===== src/rtl/instruction_fetch_unit.sv =====
// -----------------------------------------------------------------------------
// instruction_fetch_unit
//
// Purpose:
//   Front-end fetch stage. It issues one word read per cycle to a synchronous
//   instruction memory (data returns the cycle after the request). Responses
//   are captured into an IF/ID output register (if_*). A one-entry skid
//   register absorbs the single response that can still be in flight when
//   decode stalls. Redirects from later stages squash everything buffered and
//   in flight, and take priority over every other event.
//
// Optional feature (compile-time macro IFETCH_MISALIGN_CHECK_EN):
//   defined   -> a redirect whose target has nonzero low bits sets the sticky
//                misalign_o flag and halts fetch until reset.
//   undefined -> misalign_o does not exist; redirect_pc_i[1:0] is forced to 0.
//
// Ports:
//   clk_i            in   clock, all state on posedge
//   reset_i          in   asynchronous active-high reset
//   mem_rd_valid_o   out  read request (combinational)
//   mem_rd_addr_o    out  word address = fetch_pc[AddrWidth+1:2]
//   mem_rd_data_i    in   read data, valid the cycle after the request
//   redirect_i       in   branch/jump redirect
//   redirect_pc_i    in   redirect target byte PC
//   if_valid_o       out  IF/ID register holds an instruction
//   if_ready_i       in   decode accepts the instruction this cycle
//   if_pc_o          out  byte PC of if_instr_o
//   if_instr_o       out  fetched instruction
//   misalign_o       out  sticky misaligned-redirect flag (macro builds only)
// -----------------------------------------------------------------------------
module instruction_fetch_unit #(
  parameter int unsigned DataWidth  = 32,
  parameter int unsigned NumEntries = 31,
  parameter logic [31:0] ResetPc    = 32'h0,
  localparam int unsigned AddrWidth = $clog2(NumEntries)
) (
  input  logic                 clk_i,
  input  logic                 reset_i,
  output logic                 mem_rd_valid_o,
  output logic [AddrWidth-1:0] mem_rd_addr_o,
  input  logic [DataWidth-1:0] mem_rd_data_i,
  input  logic                 redirect_i,
  input  logic [31:0]          redirect_pc_i,
  output logic                 if_valid_o,
  input  logic                 if_ready_i,
  output logic [31:0]          if_pc_o,
  output logic [DataWidth-1:0] if_instr_o
`ifdef IFETCH_MISALIGN_CHECK_EN
  ,
  output logic                 misalign_o
`endif
);

  localparam logic [DataWidth-1:0] NopInstr = DataWidth'(32'h0000_0013);

  logic [31:0]          fetch_pc_q,   fetch_pc_d;
  logic                 req_live_q,   req_live_d;
  logic [31:0]          req_pc_q,     req_pc_d;
  logic                 if_valid_q,   if_valid_d;
  logic [31:0]          if_pc_q,      if_pc_d;
  logic [DataWidth-1:0] if_instr_q,   if_instr_d;
  logic                 skid_valid_q, skid_valid_d;
  logic [31:0]          skid_pc_q,    skid_pc_d;
  logic [DataWidth-1:0] skid_instr_q, skid_instr_d;

  logic [31:0] redirect_target;
  logic        fetch_halt;
  logic        out_xfer;
  logic        out_load;
  logic        mem_req;

`ifdef IFETCH_MISALIGN_CHECK_EN
  logic misalign_q, misalign_d;

  assign redirect_target = {redirect_pc_i[31:2], 2'b00};
  assign fetch_halt      = misalign_q;
  assign misalign_o      = misalign_q;
`else
  logic unused_redirect_lsbs;

  // Low target bits are dropped: every fetch is word aligned.
  assign redirect_target      = {redirect_pc_i[31:2], 2'b00};
  assign fetch_halt           = 1'b0;
  assign unused_redirect_lsbs = ^redirect_pc_i[1:0];
`endif

  assign out_xfer = if_valid_q & if_ready_i;
  assign out_load = ~if_valid_q | out_xfer;

  // A request is only safe when its response is guaranteed a home next cycle:
  // the skid must be empty, and we must not already have a response landing
  // into a stalled, full output register (that one takes the skid).
  assign mem_req = ~reset_i & ~redirect_i & ~skid_valid_q & ~fetch_halt &
                   ~(req_live_q & if_valid_q & ~if_ready_i);

  assign mem_rd_valid_o = mem_req;
  assign mem_rd_addr_o  = fetch_pc_q[AddrWidth+1:2];

  assign if_valid_o = if_valid_q;
  assign if_pc_o    = if_pc_q;
  assign if_instr_o = if_instr_q;

  always_comb begin
    fetch_pc_d   = fetch_pc_q;
    req_live_d   = mem_req;
    req_pc_d     = fetch_pc_q;
    if_valid_d   = if_valid_q;
    if_pc_d      = if_pc_q;
    if_instr_d   = if_instr_q;
    skid_valid_d = skid_valid_q;
    skid_pc_d    = skid_pc_q;
    skid_instr_d = skid_instr_q;
`ifdef IFETCH_MISALIGN_CHECK_EN
    misalign_d   = misalign_q;
`endif

    if (redirect_i) begin
      // Redirect wins: drop output, skid and the response arriving now.
      fetch_pc_d   = redirect_target;
      if_valid_d   = 1'b0;
      skid_valid_d = 1'b0;
`ifdef IFETCH_MISALIGN_CHECK_EN
      if (redirect_pc_i[1:0] != 2'b00) begin
        misalign_d = 1'b1;
      end
`endif
    end else begin
      if (mem_req) begin
        fetch_pc_d = fetch_pc_q + 32'd4;
      end

      if (out_load) begin
        if (skid_valid_q) begin
          // Older skid entry goes first; the live response (if any) refills it.
          if_valid_d   = 1'b1;
          if_pc_d      = skid_pc_q;
          if_instr_d   = skid_instr_q;
          skid_valid_d = req_live_q;
          if (req_live_q) begin
            skid_pc_d    = req_pc_q;
            skid_instr_d = mem_rd_data_i;
          end
        end else if (req_live_q) begin
          if_valid_d = 1'b1;
          if_pc_d    = req_pc_q;
          if_instr_d = mem_rd_data_i;
        end else begin
          if_valid_d = 1'b0;
        end
      end else if (req_live_q) begin
        // Output stalled and full: the in-flight response parks in the skid,
        // which the request gating guarantees is empty here.
        skid_valid_d = 1'b1;
        skid_pc_d    = req_pc_q;
        skid_instr_d = mem_rd_data_i;
      end
    end
  end

  always_ff @(posedge clk_i or posedge reset_i) begin
    if (reset_i) begin
      fetch_pc_q   <= ResetPc;
      req_live_q   <= 1'b0;
      req_pc_q     <= ResetPc;
      if_valid_q   <= 1'b0;
      if_pc_q      <= 32'h0;
      if_instr_q   <= NopInstr;
      skid_valid_q <= 1'b0;
      skid_pc_q    <= 32'h0;
      skid_instr_q <= NopInstr;
`ifdef IFETCH_MISALIGN_CHECK_EN
      misalign_q   <= 1'b0;
`endif
    end else begin
      fetch_pc_q   <= fetch_pc_d;
      req_live_q   <= req_live_d;
      req_pc_q     <= req_pc_d;
      if_valid_q   <= if_valid_d;
      if_pc_q      <= if_pc_d;
      if_instr_q   <= if_instr_d;
      skid_valid_q <= skid_valid_d;
      skid_pc_q    <= skid_pc_d;
      skid_instr_q <= skid_instr_d;
`ifdef IFETCH_MISALIGN_CHECK_EN
      misalign_q   <= misalign_d;
`endif
    end
  end

endmodule

===== config.mk =====
export PLATFORM = sky130hd
export DESIGN_NAME = instruction_fetch_unit
export DESIGN_NICKNAME = d
export VERILOG_FILES = /design/src/rtl/instruction_fetch_unit.sv
export SDC_FILE = /design/constraint.sdc
export NUM_CORES = 1
export LEC_CHECK = 0
export BUFFER_PORTS_ARGS = -buffer_cell sky130_fd_sc_hd__buf_2
export CAP_MARGIN = 10
export CORE_UTILIZATION = 55
export CTS_CLUSTER_DIAMETER = 60
export DETAILED_ROUTE_END_ITERATION = 10
export MAX_ROUTING_LAYER = met4
export PLACE_DENSITY_LB_ADDON = 0.25
export REMOVE_ABC_BUFFERS = 1
export SKIP_CTS_REPAIR_TIMING = 1
export SLEW_MARGIN = 25
export SYNTH_ARGS = -nofsm -noshare
export SYNTH_HDL_FRONTEND = slang
export SYNTH_SLANG_ARGS = --single-unit
export TNS_END_PERCENT = 30

===== constraint.sdc =====
create_clock -name clk_i -period 14.2 [get_ports clk_i]
set_input_delay 2.84 -clock clk_i [delete_from_list [all_inputs] [get_ports clk_i]]
set_output_delay 2.84 -clock clk_i [all_outputs]
set_load 0.01 [all_outputs]

==> qor.txt, run 1 <==
leakage power -> 4.016 nW
# IOs -> 139
Stages on worst setup path -> 5
DR pass1 iterations -> 4
synth cell count leaders -> dfrtp_1, nor2_1, a21oi_1, mux2i_1, mux2_2
Worst slew margin -> 37.37%
fillcell total -> 1097
wire length per cell -> 15.93 µm
HP Start -> fetch_pc_q[31]
CTS root buffer -> clkbuf_16
unrepaired setup endpoints after global routing -> no
Rows -> 43
final slew viol count -> 0
Max H-tree Level -> 4
CP Class -> in -> out
Synth Warn # -> 0
Final ANT Viol Nets -> 0
most frequent CP cell -> buf_2
Reg clk slew, reported paths -> 60 ps
critical path startpoint category -> input port
WL final -> 15430 µm
top cells by area, synth -> dfrtp_1, mux2_2, mux2i_1, a21oi_1, nor2_1
worst hold path type -> reg -> reg
CP required -> 11360 ps
CP delay by family, top -> simple AND/OR/NAND/NOR gates
vias per cell -> 5.601
DRT iter0 DRCs -> 337
layout cells sized above 1 -> 30.80%
Die Area -> 0.01476 mm²
area of the multi-input gates -> 0.002930 mm²
# diodes -> 0
Netlist Area Pre-Place -> 0.007850 mm²
Clock Sinks -> 187
Horiz. Die Dim -> 121.5 µm
Core Area -> 0.01388 mm²
met3 Use GR -> 5.827%
global routing usage on met2 -> 35.09%
critical path startpoint -> if_ready_i
worst hold stages -> 0
CP max stage cell -> nand3b_1
routability cong. -> 0.7701
drc violations -> 0
total number of vias -> 5427
register area -> 0.004691 mm²
status -> completed
GRT overflow -> 0
post-synth top area cell -> dfrtp_1
CP Capture Type -> output pin
Area after DPL -> 0.008596 mm²
PortBufs -> 134
chip height -> 121.5 µm
Area Overhead vs Synth -> 17.10%
mean area per synthesized cell -> 11.80 µm²
DP HPWL -> 9917 µm
Fin Hold WS -> 395.5 ps
Yosys reg bits -> 187
asr flop ratio synth -> 100.0%
critical path buffer and inverter count -> 2
Setup Skew -> 10.89 ps
setup TNS -> 0 ps
Power Total -> 1.355 mW
worst-path cell chain -> buf_2 > nand3b_1 > nand2_1 > nor2_1 > buf_2
layer with the highest usage -> met2
CTS tree -> built
Synth cell types -> 46
Worst Tran Pin Value -> 939.5 ps
largest net degree at the start of global routing -> 118
critical path peak fanout -> 12
Max Freq -> 149.2 MHz
Tmin final -> 6702 ps
Worst-Skew Late Latency -> 420 ps
crit path DAT -> 3860 ps
Final Hold Viols -> 0
first-pass GRT wire length -> 25650 µm
max cap viols -> 0
CTS buffer count -> 17
post-route cell area -> 0.009193 mm²
top cell type's share of synthesized area -> 57.70%
Worst Reg2Reg Path Length in Cells -> 5
Initial Utilization -> 56.55%
most frequent cell after synthesis -> dfrtp_1
vias in the first global route -> 5380
Seq/Total Area, Yosys -> 59.71%
worst r2r src -> skid_valid_q
GRT Overall Usage -> 23.15%
power per cell area -> 147.4 mW/mm²
Final setup viols -> 0
Max IR drop VDD -> 0.00007921 V
Syn Inst Count -> 665
clk buf depth -> 2
antenna violations before repair -> 0
top_reg_cell synth -> dfrtp_1
Final nets -> 846
Period Utilization, post-route -> 47.20%
number of synthesized flops with an enable pin -> 0
met1 GRT Util -> 30.08%
slowest stage delay, CP -> 390 ps
==> final cells by class <==
| type | count | share of cell area (%) |
|---|---|---|
| sequential | 187 | 51.03 |
| multi-input combinational | 424 | 31.88 |
| timing repair buffer | 140 | 7.785 |
| clock buffer | 25 | 5.281 |
| tap | 180 | 2.450 |
| clock inverter | 6 | 1.211 |
| inverter | 7 | 0.3675 |
==> worst reg2reg max path, cell delays in order (launching register included) <==
cell and delay (ps):
dfrtp_4 700, buf_4 490, nor3b_2 440, nand4_1 720, or4_2 870, a31oi_1 190
==> layout by cell type (no fill, tap or decap), types with 3 or more instances in the layout <==
master / netlist / routed
nor2b_1: 4 / 4
clkbuf_16: 0 / 17
a31oi_1: 15 / 15
nor2_1: 85 / 85
dfstp_2: 6 / 6
or4_1: 12 / 12
o211ai_1: 3 / 3
clkbuf_1: 27 / 5
bufinv_16: 0 / 3
buf_4: 7 / 6
clkbuf_8: 0 / 3
dfrtp_1: 181 / 180
nand4_1: 7 / 7
inv_1: 6 / 5
nand3_1: 17 / 17
and3_1: 4 / 4
o21ai_0: 14 / 14
mux2_2: 62 / 62
and4_1: 5 / 5
nand2_1: 23 / 23
a21oi_1: 64 / 64
mux2i_1: 63 / 63
xor2_1: 7 / 7
o31ai_1: 12 / 12
buf_2: 1 / 134
==> kinds of logic after synthesis <==
family | Yosys count | share of synthesized area (%)
adders and majority gates | 1 | 0.1594
muxes | 125 | 16.93
xor gates and xnor gates | 8 | 0.8926
AOI/OAI and AO/OA | 115 | 8.384
DFF | 187 | 59.71
buffers and inverters | 55 | 3.076
other | 1 | 0.04777
and+or+nand+nor | 173 | 10.81
==> layer usage <==
layer  part of all wire [%]  routed length (µm)
met1                     44                6866
met2                     48                7448
met3                    5.9                 908
met4                    1.4                 209
met5                      0                   0
==> path summary, 6_finish.rpt <==
| kind | endpoint | slack (ps) |
|---|---|---|
| min in group asynchronous | fetch_pc_q[5] | 2620 |
| max in group asynchronous | if_pc_o[27] | 10220 |
| worst min-delay path | req_pc_q[31] | 400 |
| worst max register to register | fetch_pc_q[16] | 10710 |
| worst min register to register | req_pc_q[31] | 400 |
| worst max-delay path | mem_rd_valid_o | 7500 |
==> registers in the layout, indices dropped and copies added, names as in the netlist <==
name / count
if_instr_o: 32
skid_instr_q: 32
fetch_pc_q: 30
if_pc_o: 30
req_pc_q: 30
skid_pc_q: 30
if_valid_o: 1
req_live_q: 1
skid_valid_q: 1
==> power by group <==
part | internal [mW] | leakage, nW | switching [mW] | total, mW
sequential | 0.626 | 2.21 | 0.0541 | 0.680
combinational | 0.0951 | 1.52 | 0.102 | 0.197
clock | 0.290 | 0.288 | 0.187 | 0.477
total | 1.01 | 4.02 | 0.343 | 1.36
==> stage by stage <==
| step | setup slack (ps) | std cells | util (%) |
|---|---|---|---|
| global placement | 7531 | 938 | 61.93 |
| global route | 7443 | 969 | 66.23 |
| floorplan | 4608 | 618 | - |
| CTS | 7503 | 969 | 66.23 |
| finish | 7498 | 969 | 66.23 |
| detailed placement | 7498 | 938 | 61.93 |
Note: power is estimated with default switching activity, not from simulation.
==> run 2, diff against run 1 <==
--- a/config.mk
+++ b/config.mk
@@ -5,9 +5,10 @@
 export SDC_FILE = /design/constraint.sdc
 export NUM_CORES = 1
 export LEC_CHECK = 0
+export ABC_AREA = 1
 export BUFFER_PORTS_ARGS = -buffer_cell sky130_fd_sc_hd__buf_2
 export CAP_MARGIN = 10
-export CORE_UTILIZATION = 55
+export CORE_UTILIZATION = 51
 export CTS_CLUSTER_DIAMETER = 60
 export DETAILED_ROUTE_END_ITERATION = 10
 export MAX_ROUTING_LAYER = met4
==> constraint.sdc (replaced) <==
create_clock -name clk_i -period 5.6 [get_ports clk_i]
set_input_delay 1.12 -clock clk_i [delete_from_list [all_inputs] [get_ports clk_i]]
set_output_delay 1.12 -clock clk_i [all_outputs]
set_load 0.01 [all_outputs]
==> run 2 against run 1 <==
  * Critical path depth unchanged
  * Register-to-register slack got worse by 7200 ps
  * Combinational power increased to 2.9 times the previous value
  * Final cell count increased by 41%
  * Critical endpoint unchanged
  * Largest power group unchanged
==> qor.txt, run 2 <==
status -> completed
CP Class -> in -> out
CP required -> 4480 ps (-6880 ps)
most frequent cells in the layout -> nand2_1, o21ai_0, dfrtp_1
wire length per cell -> 12.07 µm (-24%)
met3 Use GR -> 4.088% (-1.7 points)
largest net degree at the start of global routing -> 126 (+6.8%)
Synth Warn # -> 0 (unchanged)
Max H-tree Level -> 4 (unchanged)
Die Area -> 0.01680 mm² (+14%)
setup TNS -> 0 ps (unchanged)
Max Freq -> 252.3 MHz
Core Area -> 0.01589 mm² (+14%)
vias in the first global route -> 6001 (+12%)
drc violations -> 0 (unchanged)
DRT iter0 DRCs -> 417 (+24%)
# IOs -> 139 (unchanged)
unrepaired setup endpoints after global routing -> no
layout cells sized above 1 -> 16.49% (-14 points)
CP Capture Type -> output pin
CTS buffer count -> 17 (unchanged)
CTS tree -> built
top_reg_cell synth -> dfrtp_1
Sw Pwr -> 997.8 µW (+190%)
Yosys reg bits -> 187 (unchanged)
leakage power -> 5.045 nW (+26%)
Tmin final -> 3963 ps
Syn Inst Count -> 1029 (+55%)
fillcell total -> 1440 (+31%)
Final nets -> 1202 (+42%)
Clock Sinks -> 187 (unchanged)
met1 GRT Util -> 29.01% (-1.1 points)
post-synth top area cell -> dfrtp_1
Flop pwr share -> 50.2% (about the same)
Initial Utilization -> 52.30% (-4.3 points)
top cell type's share of synthesized area -> 54.52% (-3.2 points)
crit path DAT -> 2840 ps (-1020 ps)
Setup Skew -> 7.662 ps (-3.233 ps)
Net Sw Frac -> 28.76% (+3.4 points)
fin util -> 60.58% (-5.6 points)
Reg clk slew, reported paths -> 70 ps (about the same)
asr flop ratio synth -> 100.0% (unchanged)
# diodes -> 0 (unchanged)
routability cong. -> 0.8669 (+13%)
final cell count without fillers -> 1362 (+41%)
layer with the highest usage -> met2
mean area per synthesized cell -> 8.074 µm² (-32%)
number of synthesized flops with an enable pin -> 0 (unchanged)
clk buf depth -> 2 (unchanged)
most common cell after layout, fill and taps aside -> nand2_1
Netlist Area Pre-Place -> 0.008308 mm² (+5.8%)
Worst Tran Pin Value -> 915.9 ps (-23.62 ps)
DP HPWL -> 10830 µm (+9.2%)
critical path startpoint -> redirect_i
Horiz. Die Dim -> 129.6 µm (+6.7%)
worst hold path type -> reg -> reg
# placed instances -> 1330 (+42%)
GRT Overall Usage -> 21.89% (-1.3 points)
final worst slack -> 1637 ps (-5861 ps)
final slew viol count -> 0 (unchanged)
Worst-Skew Late Latency -> 430 ps (about the same)
Seq/Total Area, Yosys -> 56.42% (-3.3 points)
chip height -> 129.6 µm (+6.7%)
WL final -> 16430 µm (+6.5%)
worst r2r src -> if_valid_o
Synth cell types -> 25 (-46%)
total number of vias -> 6635 (+22%)
Int Pwr -> 2.471 mW (+140%)
GRT overflow -> 0 (unchanged)
Worst slew margin -> 38.65% (+1.3 points)
most frequent cell after synthesis -> nand2_1
first-pass GRT wire length -> 27980 µm (+9.1%)
critical path peak fanout -> 44 (+32)
top cells by area, synth -> dfrtp_1, nand2_1, o21ai_0, inv_1, nor2_1
clock power share -> 33.5% (-1.7 points)
antenna violations before repair -> 0 (unchanged)
vias per cell -> 4.872 (-13%)
Rows -> 46 (+7.0%)
Final Hold Viols -> 0 (unchanged)
Final ANT Viol Nets -> 0 (unchanged)
DR pass1 iterations -> 5 (+1)
dpl ws -> 1630 ps (-5868 ps)
CTS root buffer -> clkbuf_16
power per cell area -> 360.5 mW/mm² (+140%)
Final setup viols -> 0 (unchanged)
critical path startpoint category -> input port
max cap viols -> 0 (unchanged)
Max IR drop VDD -> 0.0002409 V (+200%)
global routing usage on met2 -> 33.50% (-1.6 points)
HP Start -> fetch_pc_q[31]
synth cell count leaders -> nand2_1, o21ai_0, dfrtp_1, inv_1, nor2_1
Area Overhead vs Synth -> 15.83%
PortBufs -> 134 (unchanged)
Period Utilization, post-route -> 70.77%
Comb power frac -> 16.3% (+1.7 points)
[run 2: metrics by stage]
step / power (mW) / hold slack, ps / area (µm²)
floorplan: 2.102 / 394.6 / 8028
global placement: 2.313 / 420.8 / 9047
detailed placement: 2.338 / 425.8 / 9047
CTS: 3.500 / 442.6 / 9615
global route: 3.683 / 472.1 / 9623
finish: 3.469 / 435.6 / 9623
[run 2: area by class of cell]
type	count	area (µm²)	area share [%]
tap	216	270.3	2.808
clock inverter	12	111.4	1.157
timing repair buffer	142	738.2	7.671
sequential	187	4687	48.71
inverter	97	374.1	3.888
multi-input combinational	688	2985	31.02
clock buffer	20	456.7	4.746
[run 2: cells by family (layout without fill, tap and decap cells)]
kind of cell / Yosys count / in the layout / share of synthesized area (%)
compound gates: 226 / 226 / 13.96
xor+xnor: 4 / 4 / 0.4216
fa+ha+maj: 1 / 1 / 0.1506
buf+inv: 155 / 271 / 7.801
flops: 187 / 187 / 56.42
other cells: 1 / 2 / 0.04514
simple gates: 455 / 455 / 21.20
[run 2: worst paths after layout]
check / to / slack (ps) / cells after the start
hold reg to reg: req_pc_q[31] / 440 / 0
max in group asynchronous: if_pc_o[15] / 3180 / 4
setup / recovery: mem_rd_valid_o / 1640 / 5
setup reg to reg: skid_pc_q[16] / 3520 / 5
hold / removal: req_pc_q[31] / 440 / 0
min in group asynchronous: if_instr_o[13] / 690 / 2
[run 2: worst max-delay path, cell delays in order]
cell and delay [ps]:
buf_2 270, inv_2 650, nand3_1 230, a21oi_4 350
buf_2 200
[run 2: metal layers]
| metal | part of all wire (%) | up-vias |
|---|---|---|
| li1 | - | 3452 |
| met1 | 50 | 2990 |
| met2 | 44 | 177 |
| met3 | 5.1 | 16 |
| met4 | 1.5 | 0 |
| met5 | 0 | - |
[run 2: power by group through the flow]
stage               clock (mW)  combinational [mW]  sequential, mW
finish                    1.16               0.565            1.74
global route              1.24               0.664            1.78
CTS                       1.18               0.574            1.74
detailed placement           0               0.571            1.77
global placement             0               0.555            1.76
floorplan                    0               0.308            1.79
